$ cat src/rtl/gray_frame_sink.sv
// gray_frame_sink: end of the 8-bit grayscale pixel stream.
// It checks the geometry of each frame against H_ACT x V_ACT and turns every
// accepted pixel into a 16-bit word for the SDRAM write FIFO. The input
// stream cannot be stalled, so FIFO overflow and geometry faults are only
// flagged in sticky error bits.
// Optional build macro GRAY_SINK_RGB565_EN: replicates gray into RGB565.
// When the macro is undefined the word is zero-extended gray.
module gray_frame_sink #(
  parameter int H_ACT = 640,
  parameter int V_ACT = 480
) (
  input  logic        clk,
  input  logic        rst,
  input  logic        din_sop,
  input  logic        din_eop,
  input  logic        din_vld,
  input  logic [7:0]  din,
  input  logic        fifo_full,
  output logic        wr_en,
  output logic [15:0] wr_data,
  output logic        frame_done,
  output logic        err_geom,
  output logic        err_ovf
);

  localparam int XW = (H_ACT > 1) ? $clog2(H_ACT) : 1;
  localparam int YW = (V_ACT > 1) ? $clog2(V_ACT) : 1;
  localparam logic [XW-1:0] X_LAST = XW'(H_ACT - 1);
  localparam logic [YW-1:0] Y_LAST = YW'(V_ACT - 1);

  typedef enum logic [1:0] {
    S_IDLE = 2'd0,
    S_RUN  = 2'd1,
    S_DROP = 2'd2
  } state_t;

  state_t        state_q;
  logic [XW-1:0] x_q;
  logic [YW-1:0] y_q;

  logic          at_last;
  logic          px_write;
  logic [15:0]   px_word;

  // The pixel being accepted sits at the final position of the frame.
  assign at_last = (x_q == X_LAST) && (y_q == Y_LAST);

  // Every sop pixel is written; inside a frame every valid pixel is written.
  assign px_write = din_vld && (din_sop || (state_q == S_RUN));

`ifdef GRAY_SINK_RGB565_EN
  assign px_word = {din[7:3], din[7:2], din[7:3]};
`else
  assign px_word = {8'h00, din};
`endif

  // Frame FSM with position counters, write port and sticky error flags.
  always_ff @(posedge clk) begin
    if (rst) begin
      state_q    <= S_IDLE;
      x_q        <= '0;
      y_q        <= '0;
      wr_en      <= 1'b0;
      wr_data    <= '0;
      frame_done <= 1'b0;
      err_geom   <= 1'b0;
      err_ovf    <= 1'b0;
    end else begin
      wr_en      <= 1'b0;
      frame_done <= 1'b0;

      if (din_vld) begin
        if (din_sop) begin
          // A sop always restarts the frame at pixel 1 of line 0. Outside a
          // frame it clears the flags; inside a frame it is a geometry fault.
          // sop together with eop closes a one-pixel frame, which can never
          // match a geometry of at least two pixels.
          x_q <= XW'(1);
          y_q <= '0;
          if (state_q == S_RUN) begin
            err_geom <= 1'b1;
          end else begin
            err_geom <= din_eop;
            err_ovf  <= 1'b0;
          end
          if (din_eop) begin
            err_geom <= 1'b1;
            state_q  <= S_IDLE;
          end else begin
            state_q  <= S_RUN;
          end
        end else if (state_q == S_RUN) begin
          if (din_eop) begin
            if (at_last) begin
              frame_done <= 1'b1;
            end else begin
              err_geom <= 1'b1;
            end
            state_q <= S_IDLE;
            x_q     <= '0;
            y_q     <= '0;
          end else if (at_last) begin
            // Frame is full but the source keeps going: drop until next sop.
            err_geom <= 1'b1;
            state_q  <= S_DROP;
            x_q      <= '0;
            y_q      <= '0;
          end else if (x_q == X_LAST) begin
            x_q <= '0;
            y_q <= y_q + 1'b1;
          end else begin
            x_q <= x_q + 1'b1;
          end
        end
      end

      // Write gating comes last so an overflow set beats a sop clear.
      if (px_write) begin
        if (fifo_full) begin
          err_ovf <= 1'b1;
        end else begin
          wr_en   <= 1'b1;
          wr_data <= px_word;
        end
      end
    end
  end

endmodule

$ cat config.mk
export PLATFORM = sky130hd
export DESIGN_NAME = gray_frame_sink
export DESIGN_NICKNAME = d
export VERILOG_FILES = /design/src/rtl/gray_frame_sink.sv
export SDC_FILE = /design/constraint.sdc
export NUM_CORES = 1
export LEC_CHECK = 0
export CAP_MARGIN = 20
export CELL_PAD_IN_SITES_DETAIL_PLACEMENT = 0
export CELL_PAD_IN_SITES_GLOBAL_PLACEMENT = 1
export CORE_ASPECT_RATIO = 0.7
export CORE_MARGIN = 2
export CORE_UTILIZATION = 34
export DETAILED_ROUTE_END_ITERATION = 10
export HOLD_SLACK_MARGIN = 0.02
export PLACE_DENSITY = 0.75
export SETUP_SLACK_MARGIN = 0.05
export SKIP_LAST_GASP = 1
export SLEW_MARGIN = 20
export SYNTH_ARGS = -nofsm -noshare
export SYNTH_HDL_FRONTEND = slang
export SYNTH_SLANG_ARGS = --single-unit
$ cat constraint.sdc
create_clock -name clk -period 1.8 [get_ports clk]
set_clock_uncertainty 0.2 [all_clocks]
set_input_delay 0.18 -clock clk [delete_from_list [all_inputs] [get_ports clk]]
set_output_delay 0.18 -clock clk [all_outputs]
set_load 0.005 [all_outputs]
==> flow_metrics.tcl, run 1 <==
set metrics [dict create \
    numCtsBuffers 5 \
    hold_path_depth 3 \
    drt_wl_total_mm 4.148 \
    violations "setup timing" \
    chipWidth_um 87.08 \
    grt_pass1_wl_mm 6.755 \
    fin_crit_sh 1.046 \
    ys_seq_elements 33 \
    grt_max_degree 14 \
    hpwl_mm 2.869 \
    antennaDiodeCount 0 \
    multi_input_area_um2 1057 \
    slowest_stage "dfxtp_2" \
    drive_above_1_share 0.3571 \
    seqPwrFrac 0.498 \
    vias_per_cell 4.767 \
    start_util 0.3493 \
    antenna_found_initial 0 \
    pin_count 34 \
    cp-end-kind "flip-flop" \
    hold_viol_final 0 \
    synth_enable_flop_cells 0 \
    r2r.worst_path.cells 7 \
    dp_slack_ns -0.1691 \
    start_kind "flip-flop" \
    clock-sinks 33 \
    rsz0062_at_grt "yes" \
    cap_violations 0 \
    cellPowerDensity_nw_per_um2 602.7 \
    rows 21 \
    fill_cells 445 \
    yosysSeqAreaShare 0.4021 \
    p_sw_uw 390.1 \
    area_growth_pct 52.78 \
    cts_buffer_depth 2 \
    drt_iter0_drc 64 \
    hold_buffers 0 \
    cts-htree-levels 2 \
    ys.flop_type "dfxtp_1" \
    drv_slew 0 \
    cts_root_buffer "clkbuf_8" \
    ir_drop_mv 0.2287 \
    critPathBufInv 1 \
    cp.depth 7 \
    fmaxAchievable_mhz 531.1 \
    cp_top_family "simple AND/OR/NAND/NOR gates" \
    crit_chain "ha_4 -> nand4bb_1 -> o31a_1 -> buf_12 -> nor4b_4 -> xnor2_1 -> nor2_1" \
    yosysWarningCount 0 \
    wl_met2_mm 1.743 \
    timing_worst_setup_path_type "flip-flop to flip-flop" \
    min_period_ns 1.883 \
    crit_fanout 9 \
    layout.area.seq_um2 665.6 \
    num-nets-final 267 \
    power_frac_clock 0.360 \
    p_int_mw 1.123 \
    worstPathArrival_ns 1.86 \
    core-area_um2 4703 \
    syn_area_um2 1643 \
    p_sw_frac 0.2579 \
    drt-met1-wl_mm 2.228 \
    setup_viol 12 \
    fp.dieArea_um2 5412 \
    synth.distinct_cells 43 \
    synth_area_per_cell_um2 9.027 \
    cts_tree "done" \
    final_antenna_net_count 0 \
    p_leak_nw 0.8882 \
    firstDrtPassIters 6 \
    dr.max_layer_used "met4" \
    synthArstFlopShare 0 \
    critPathRequiredTime_ns 1.78 \
    io_buffers 25 \
    critPathMaxStageDelay_ns 0.36 \
    wl_met3_um 94 \
    clock_latency_ns 0.29 \
    dieHeight_um 62.16 \
    grt_pass1_vias 1458 \
    clk_pin_slew_ns 0.07 \
    drc_errors 0 \
    syn_inst 182 \
    p_comb_frac 0.142 \
    hp-class "input port to flip-flop" \
    finalWorstSetupSlack_ns -0.08289 \
    gp_congestion 0.8550 \
    status "finished, violations left" \
    gr-total-overflow 0 \
    grtUsageTotal 0.1611 \
    finalPower_mw 1.513 \
    vias 1473 \
    wl_per_cell_um 13.42 \
]
## tightest hold or removal path, stage by stage
cell             delay (ns)
clkdlybuf4s50_1        0.40
nand2_1                0.05
a21oi_1                0.05
## sequential cells by signal (all words and copies together), names as in the netlist
| register | flops |
|---|---|
| wr_data | 8 |
| err_geom | 1 |
| frame_done | 1 |
| state_q | 2 |
| x_q | 10 |
| err_ovf | 1 |
| y_q | 9 |
| wr_en | 1 |
## Yosys cell counts (2+ instances only)
master,count,share of area
dfxtp_1,33,0.40
nand2_1,25,0.057
nor2_1,16,0.037
a21oi_1,14,0.043
nor3_1,11,0.034
xnor2_1,10,0.053
buf_4,9,0.041
nand4_1,7,0.027
xor2_1,6,0.032
clkbuf_1,4,0.0091
nor4_1,4,0.015
nand2b_1,3,0.011
nand3_1,3,0.0091
a211oi_1,2,0.0091
ha_1,2,0.015
nand3b_1,2,0.0091
nor4_2,2,0.015
nor4_4,2,0.026
o21a_1,2,0.0091
o21ai_0,2,0.0061
## layer usage
layer  GRT usage  vias to the layer above
met5           0                        -
met4     0.07617                        0
met3     0.03590                        7
met2      0.2137                       19
met1      0.2418                      688
li1            -                      759
## logic make-up after synthesis
| family | synth area share |
|---|---|
| AOI/OAI and AO/OA | 0.09749 |
| xor gates and xnor gates | 0.08530 |
| adders and majority gates | 0.01523 |
| buffers and inverters | 0.07996 |
| DFF | 0.4021 |
| muxes | 0.006093 |
| other | 0.002283 |
| and+or+nand+nor | 0.3115 |
## power groups by stage
| stage | logic (mW) | registers (mW) | clock network, mW |
|---|---|---|---|
| after floorplan | 0.101 | 0.770 | 0 |
| after global placement | 0.190 | 0.769 | 0 |
| after detailed placement | 0.190 | 0.769 | 0 |
| after CTS | 0.193 | 0.753 | 0.564 |
| after global routing | 0.233 | 0.754 | 0.595 |
| final | 0.215 | 0.753 | 0.544 |
## per-stage QoR
step                      instances  hold WS [ns]  area, um2    util  setup TNS [ns]
after floorplan                 189       0.08875       1708       -               0
after global placement          295        0.2439       2223  0.4727          -1.819
after detailed placement        295        0.2525       2223  0.4727          -2.286
after CTS                       306        0.2240       2360  0.5017         -0.3165
after global routing            309        0.2514       2510  0.5337          -2.112
final                           309        0.2314       2510  0.5337         -0.5458
## worst paths after layout
check,from,slack [ns],end
hold / removal,din[6],0.23,wr_data[6]
hold reg to reg,wr_data[5],0.26,wr_data[5]
setup reg to reg,x_q[0],-0.08,y_q[4]
setup / recovery,x_q[0],-0.08,y_q[4]
## timing repair
| action | 4_1_cts | 5_1_grt |
|---|---|---|
| cloned | 0 | 1 |
| setup buffers | 3 | 2 |
| pin swaps | 7 | 13 |
| endpoints found under the setup margin | 19 | 30 |
| gates resized for setup | 5 | 24 |
## final cells by class
cell class,count,share of cell area
clock buffers,6,0.02891
clock inverters,2,0.003988
multi-input cells,140,0.4212
flip-flops and latches,33,0.2652
well taps,57,0.02841
repair buffers,71,0.2522
## placed cells by master, fill, tap and decap left out, types with 4 or more instances in the layout
cell type        instances
xor2_1                   6
dfxtp_1                 29
clkdlybuf4s50_1         25
buf_6                    4
buf_4                   39
nand2_1                 25
nor2_1                  16
clkbuf_8                 5
a21oi_1                 11
nor3_1                   4
nor4_4                   4
dfxtp_2                  4
nand4_1                  7
nor3_2                   7
conb_1                   8
xnor2_1                 10
No activity file was read; power rests on OpenSTA's default activity.
==> run 2, diff against run 1 <==
- CORE_UTILIZATION: 34 -> 38
- PLACE_DENSITY: 0.75 -> 0.79
- clock period: 1.8 -> 2.1 ns (I/O delays scaled with it)
==> run 2 against run 1 <==
The run now ends clean. Power fell by 16%. First-iteration DRC count up 16%. Die area is 10% lower. Critical endpoint is now y_q[5]. Critical path depth down 1. Final cell count is 11% lower. Worst hold slack better by 0.026 ns. Register-to-register slack improved by 0.18 ns. Sequential share of layout area up 4.8 points. Via count fell by 2.9%. Wire length down 9.6%.
==> flow_metrics.tcl, run 2 (same netlist as run 1, synthesis figures left out) <==
set metrics [dict create \
    dieHeight_um 59.01 \
    gp_congestion 0.8297 \
    clk_pin_slew_ns 0.07 \
    fin_crit_sh 0.9522 \
    p_sw_frac 0.2332 \
    setup_viol 0 \
    min_period_ns 2.000 \
    drt_wl_total_mm 3.749 \
    finalPower_mw 1.271 \
    cellPowerDensity_nw_per_um2 601.7 \
    final_antenna_net_count 0 \
    rr_endpoint "y_q[5]" \
    wl_per_cell_um 13.68 \
    area_growth_pct 28.56 \
    worstSetupStartpoint "x_q[0]" \
    hold_buffers 0 \
    largest_reg_flops 10 \
    p_leak_nw 0.7100 \
    fmaxAchievable_mhz 500.1 \
    timing_worst_setup_path_type "flip-flop to flip-flop" \
    grtUsageTotal 0.1659 \
    seqPwrFrac 0.507 \
    largest_register "x_q" \
    final_common_cell "dfxtp_1" \
    cts_root_buffer "clkbuf_8" \
    grt_max_degree 18 \
    hold_viol_final 0 \
    antenna_found_initial 0 \
    antennaDiodeCount 0 \
    vias_per_cell 5.219 \
    grt_pass1_vias 1276 \
    num-nets-final 238 \
    start_kind "flip-flop" \
    crit_path_end "y_q[5]" \
    rows 19 \
    drive_above_1_share 0.1757 \
    reg_top3 "x_q: 10 flops, y_q: 9 flops, wr_data: 8 flops" \
    hp-start "wr_data[1]" \
    clock-sinks 33 \
    hp-class "flip-flop to flip-flop" \
    grt_pass1_wl_mm 5.968 \
    cts-htree-levels 2 \
    drt_iter0_drc 74 \
    status "finished, final reports clean" \
    slowest_stage "o31a_2" \
    cts_buffer_depth 2 \
    power_frac_clock 0.373 \
    hpwl_mm 2.762 \
    dp_cells 262 \
    r2r.worst_path.cells 6 \
    crit_fanout 10 \
    fp.dieArea_um2 4873 \
    io_buffers 25 \
    p_sw_uw 296.4 \
    vias 1430 \
    pin_count 34 \
    p_comb_frac 0.120 \
    cap_violations 0 \
    cp-end-kind "flip-flop" \
    firstDrtPassIters 4 \
    crit_chain "ha_1 -> nand4bb_1 -> o31a_2 -> nor4_2 -> xnor2_1 -> nor2_1" \
    p_int_uw 974.4 \
    drc_errors 0 \
    core-area_um2 4041 \
    start_util 0.4065 \
    ir_drop_mv 0.3186 \
    cts_tree "done" \
    gr-total-overflow 0 \
    clock_latency_ns 0.28 \
    drv_slew 0 \
    final_cells 274 \
    r2r_setup_slack_ns 0.10 \
    critPathRequiredTime_ns 2.07 \
    critPathMaxStageDelay_ns 0.45 \
    r2r-start "x_q[0]" \
    mostFrequentLayoutCells "33 x dfxtp_1, 25 x nand2_1, 25 x clkdlybuf4s50_1, 16 x nor2_1, 16 x buf_4" \
    worstPathArrival_ns 1.97 \
    chipWidth_um 82.59 \
    rsz0062_at_grt "yes" \
    numCtsBuffers 5 \
]
## run 2: cell count changes in the layout (fill, tap and decap cells not counted), moves of 4 or more
| cell | change |
|---|---|
| buf_4 | -23 |
| buf_6 | -4 |
| dfxtp_1 | +4 |
| dfxtp_2 | -4 |
| nor3_1 | +7 |
| nor3_2 | -7 |
## run 2: through the flow
stage | setup slack (ns) | hold slack [ns] | util | area [um2] | setup TNS (ns)
after CTS | 0.06514 | 0.2601 | 0.5040 | 2037 | 0
after global placement | -0.1742 | 0.2457 | 0.4808 | 1943 | -2.747
after detailed placement | -0.3223 | 0.2526 | 0.4808 | 1943 | -5.723
final | 0.1003 | 0.2570 | 0.5226 | 2112 | 0
after global routing | -0.02229 | 0.2857 | 0.5226 | 2112 | -0.02229
after floorplan | 0.2177 | 0.1187 | - | 1669 | 0
## run 2: power by group through the flow
stage          logic (mW)  clock network [mW]  registers (mW)
6_report            0.152               0.474           0.645
5_1_grt             0.166               0.517           0.646
4_1_cts             0.138               0.491           0.645
3_5_place_dp        0.136                   0           0.658
3_3_place_gp        0.132                   0           0.658
2_1_floorplan      0.0838                   0           0.659
## run 2: worst min path at each step
| stage | end | slack [ns] | cells past startpoint |
|---|---|---|---|
| floorplan | state_q[0] | 0.12 | 1 |
| global placement | wr_data[7] | 0.25 | 2 |
| detailed placement | wr_data[0] | 0.25 | 2 |
| CTS | wr_data[0] | 0.26 | 2 |
| global route | wr_data[2] | 0.29 | 2 |
| finish | wr_data[1] | 0.26 | 2 |
## run 2: area by class of cell
cell class                      instances  area [um2]
Tap cell                               52       65.06
Multi-Input combinational cell        140       909.6
Fill cell                             379        1929
Clock buffer                            7       86.33
Timing Repair Buffer                   42       390.4
Sequential cell                        33       660.6
## run 2: what timing repair did
action	CTS	global route
resized for setup	1	5
setup buffers	0	5
endpoints found under the setup margin	24	23
pin swaps	0	3
## run 2: critical path: cells and delay by family, from the launching register on
| kind | cells | cell delay (ns) |
|---|---|---|
| xor+xnor | 1 | 0.16 |
| compound gates | 1 | 0.45 |
| simple gates | 3 | 0.52 |
| flops | 1 | 0.37 |
| fa+ha+maj | 1 | 0.19 |
## run 2: layer usage
metal | wire length, um | global-route usage | vias up
met3 | 299 | 0.05945 | 5
met5 | 0 | 0 | -
met2 | 1569 | 0.2339 | 55
met1 | 1847 | 0.2383 | 671
li1 | - | - | 699
met4 | 33 | 0.04918 | 0
==> run 3, diff against run 2 <==
- PLACE_DENSITY: 0.79 -> 0.81
==> run 3 against run 2 <==
Global-route usage shrank 0.31 points. Critical path depth up 1. Via count down 5.2%. Combinational power hardly changed. Clock power is 1% lower. Sequential cell count is the same. Critical endpoint is now y_q[4].
==> flow_metrics.tcl, run 3 (same netlist as run 1, synthesis figures left out) <==
set metrics [dict create \
    rsz0062_at_grt "yes" \
    num-nets-final 243 \
    setup_viol 0 \
    final_cells 280 \
    gr-total-overflow 0 \
    utilization 0.5294 \
    worstPathArrival_ns 1.95 \
    gp_congestion 0.8308 \
    hpwl_mm 2.653 \
    hold_path_depth 2 \
    cts_root_buffer "clkbuf_8" \
    p_leak_nw 0.7404 \
    area_growth_pct 30.24 \
    clock-sinks 33 \
    timing_worst_setup_path_type "flip-flop to flip-flop" \
    vias_per_cell 4.843 \
    largest_reg_flops 10 \
    hp-start "wr_data[5]" \
    hp-class "flip-flop to flip-flop" \
    r2r-start "x_q[1]" \
    tns_ns 0 \
    grt_pass1_wl_mm 5.851 \
    antennaDiodeCount 0 \
    start_util 0.4065 \
    drt_wl_total_mm 3.575 \
    drive_above_1_share 0.1930 \
    drt_iter0_drc 61 \
    hold-path-endpoint "wr_data[5]" \
    fmaxAchievable_mhz 507.6 \
    cts_buffer_depth 2 \
    fp.dieArea_um2 4873 \
    cap_violations 0 \
    slowest_stage "o31a_1" \
    clk_pin_slew_ns 0.07 \
    cp_top_family "simple AND/OR/NAND/NOR gates" \
    antenna_found_initial 0 \
    cts-htree-levels 2 \
    critPathMaxStageDelay_ns 0.39 \
    hold_viol_final 0 \
    firstDrtPassIters 4 \
    clock_latency_ns 0.28 \
    grtUsageTotal 0.1628 \
    crit_fanout 6 \
    start_kind "flip-flop" \
    reg_top3 "x_q: 10 flops, y_q: 9 flops, wr_data: 8 flops" \
    rows 19 \
    r2r.worst_path.cells 7 \
    cp-end-kind "flip-flop" \
    status "finished, final reports clean" \
    dp_cells 271 \
    ir_drop_mv 0.3606 \
    final_common_cell "dfxtp_1" \
    numCtsBuffers 5 \
    grt_max_degree 12 \
    critPathRequiredTime_ns 2.08 \
    mostFrequentLayoutCells "32 x dfxtp_1, 25 x nand2_1, 25 x clkdlybuf4s50_1, 20 x buf_4, 16 x nor2_1" \
    finalPower_mw 1.264 \
    r2r_setup_slack_ns 0.13 \
    cts_tree "done" \
    core-area_um2 4041 \
    chipWidth_um 82.59 \
    fin_crit_sh 0.9380 \
    wl_per_cell_um 12.77 \
    drc_errors 0 \
    min_period_ns 1.970 \
    grt_pass1_vias 1249 \
    vias 1356 \
    dieHeight_um 59.01 \
    drv_slew 0 \
    io_buffers 25 \
    hold_buffers 0 \
    rr_endpoint "y_q[4]" \
    final_antenna_net_count 0 \
    critPathBufInv 1 \
    crit_chain "ha_1 -> nand4bb_1 -> o31a_1 -> buf_4 -> nor4b_4 -> xnor2_1 -> nor2_1" \
    largest_register "x_q" \
    pin_count 34 \
    cellPowerDensity_nw_per_um2 590.7 \
]
## run 3: how the worst max path moves through the flow
stage	from	to	slack, ns	cells past startpoint
3_3_place_gp	din_eop	y_q[7]	0.14	7
5_1_grt	x_q[1]	y_q[4]	0.03	7
6_report	x_q[1]	y_q[4]	0.13	7
4_1_cts	x_q[0]	y_q[7]	0.14	7
3_5_place_dp	din_sop	y_q[4]	0.12	7
2_1_floorplan	x_q[0]	y_q[4]	0.22	7
## run 3: worst reg2reg max path, cell delays in order (launching register included)
cell,delay [ns]
dfxtp_1,0.34
ha_1,0.17
nand4bb_1,0.13
o31a_1,0.39
buf_4,0.19
nor4b_4,0.26
xnor2_1,0.14
nor2_1,0.05
## run 3: through the flow
step | area, um2 | worst slack, ns | hold WS (ns)
4_1_cts | 2110 | 0.1402 | 0.2557
5_1_grt | 2140 | 0.02920 | 0.2703
2_1_floorplan | 1669 | 0.2177 | 0.1187
3_5_place_dp | 2023 | 0.1184 | 0.2486
6_report | 2140 | 0.1301 | 0.2533
3_3_place_gp | 2023 | 0.1377 | 0.2424
## run 3: layout make-up
class                           instances  area (um2)
Sequential cell                        33       661.9
Clock buffer                            5       68.82
Clock inverter                          3       17.52
Timing Repair Buffer                   47       431.7
Fill cell                             380        1902
Multi-Input combinational cell        140       894.6
Tap cell                               52       65.06
## run 3: routing by layer
metal | track usage | part of all wire | wire, um | vias to the layer above
li1 | - | - | - | 715
met1 | 0.2402 | 0.54 | 1946 | 601
met2 | 0.2097 | 0.37 | 1324 | 36
met3 | 0.06860 | 0.076 | 270 | 4
met4 | 0.05621 | 0.0092 | 33 | 0
met5 | 0 | 0 | 0 | -
## run 3: what timing repair did
action / 4_1_cts / 5_1_grt
endpoints found under the setup margin: 0 / 4
resized for setup: 0 / 4
setup buffers: 0 / 1
## run 3: power breakdown
group / leakage, nW / internal, mW / switching, mW
sequential: 0.267 / 0.638 / 0.00638
clock: 0.0439 / 0.228 / 0.238
combinational: 0.429 / 0.0793 / 0.0740
==> RTL edit, RTL diff (settings of run 3) <==
The option `GRAY_SINK_RGB565_EN` is turned on by a define.
--- a/src/rtl/gray_frame_sink.sv
+++ b/src/rtl/gray_frame_sink.sv
@@ -7,2 +7,4 @@
 // When the macro is undefined the word is zero-extended gray.
+`define GRAY_SINK_RGB565_EN
+
 module gray_frame_sink #(
Behaviour: not the same (a bounded check fails within 4 cycles, from zero or initial values and one cycle with rst high).
==> RTL edit against run 3 <==
Design area increased by 3.6%; sequential cell count decreased by 2; total power decreased by 1.9%; global-route usage increased by 0.56 points; routed wire length increased by 14%; clock power about the same; area after synthesis increased by 3.2%; die area increased by 3.0%; setup slack improved by 0.027 ns; critical endpoint is now y_q[6]$_SDFFE_PP0P_; largest cell class unchanged.
==> RTL edit: results (changes against run 3) <==
[grt]
grt_use_met3_pct = 3.73  ; -3.1 points
grt_use_total_pct = 16.8  ; +0.56 points
use_met2_pct = 27.5  ; +6.6 points
first_global_vias = 1469  ; +18%
grt_max_degree = 18  ; +6

[synthesis]
synth.area.top_cells = dfxtp_1 37%, mux2i_1 5.3%, buf_4 5.3%, nor2_1 2.9%, o31ai_1 2.7%
syn_inst = 183  ; +0.55%

[worst_setup_path]
cp_top_family = buffers and inverters
r2r_slack_ns = 0.16  ; +0.03 ns
slowest_delay_ns = 0.65  ; +0.26 ns
cp_slowest_cell = clkdlybuf4s50_1
arrival_ns = 1.89  ; -0.06 ns
rr_worst_depth = 6  ; -1
critPathKind = primary input to register
cp_max_fo = 15  ; +9

[run_status]
status = finished, final reports clean

[route]
wl_per_cell_um = 14.9  ; +17%
wl_met1_um = 1960  ; +0.72%
vias_per_cell = 5.69  ; +17%
route.met2.wl_um = 1890  ; +43%
dr.first_iter.drc_count = 85  ; +39%
vias = 1558  ; +15%
dr_wl_met3_um = 145  ; -46%

[power_and_ir_drop]
internal-power_uw = 942  ; -0.32%
total_power_uw = 1240  ; -1.9%

[place]
place_inst = 267  ; -1.5%
place_area_sq_um = 2080  ; +2.8%
portBuffers = 31  ; +24%
post-dp-hpwl_um = 3020  ; +14%

[worst_hold_path]
hp-start = x_q[5]$_SDFFE_PP0P_
worstHoldEndpoint = x_q[5]$_SDFFE_PP0P_

[sta]
holdWs_ns = 0.290  ; +0.0364 ns

[final_layout]
reg.largest.list = x_q: 10 flops, y_q: 9 flops, wr_data: 6 flops
drive_above_1_share_pct = 20.5  ; +1.2 points
fillers = 411  ; +8.2%

[cts]
post_cts_resized = 1  ; +1

RTL edit: cell types whose count changed after synthesis, sizes merged, moves of 7 or more:
cell / delta
nand2: -18
mux2i: +8
xnor2: -9
a21oi: -7
RTL edit: logic make-up (layout without fill, tap and decap cells):
logic type,Yosys count,count (layout),synth area share [%]
AND/OR/NAND/NOR,68,68,24.1
adder cells (fa/ha/maj),2,2,1.48
multiplexers,9,9,5.31
AO/OA/AOI/OAI,48,48,22.1
XOR/XNOR,4,4,2.07
flip-flops,31,31,36.6
buffers and inverters,21,57,8.34
RTL edit: area by class of cell:
class / instances / area, sq um / area share, %
inverter: 2 / 7.51 / 0.339
clock buffer: 6 / 82.6 / 3.72
clock inverter: 1 / 5.00 / 0.226
multi-input combinational: 131 / 981 / 44.2
timing repair buffer: 48 / 450 / 20.3
tap: 55 / 68.8 / 3.10
sequential: 31 / 622 / 28.0
RTL edit: tightest hold or removal path: stages (launching register included):
cell	delay, ns
dfxtp_1	0.31
o21ai_0	0.07
a211oi_1	0.06
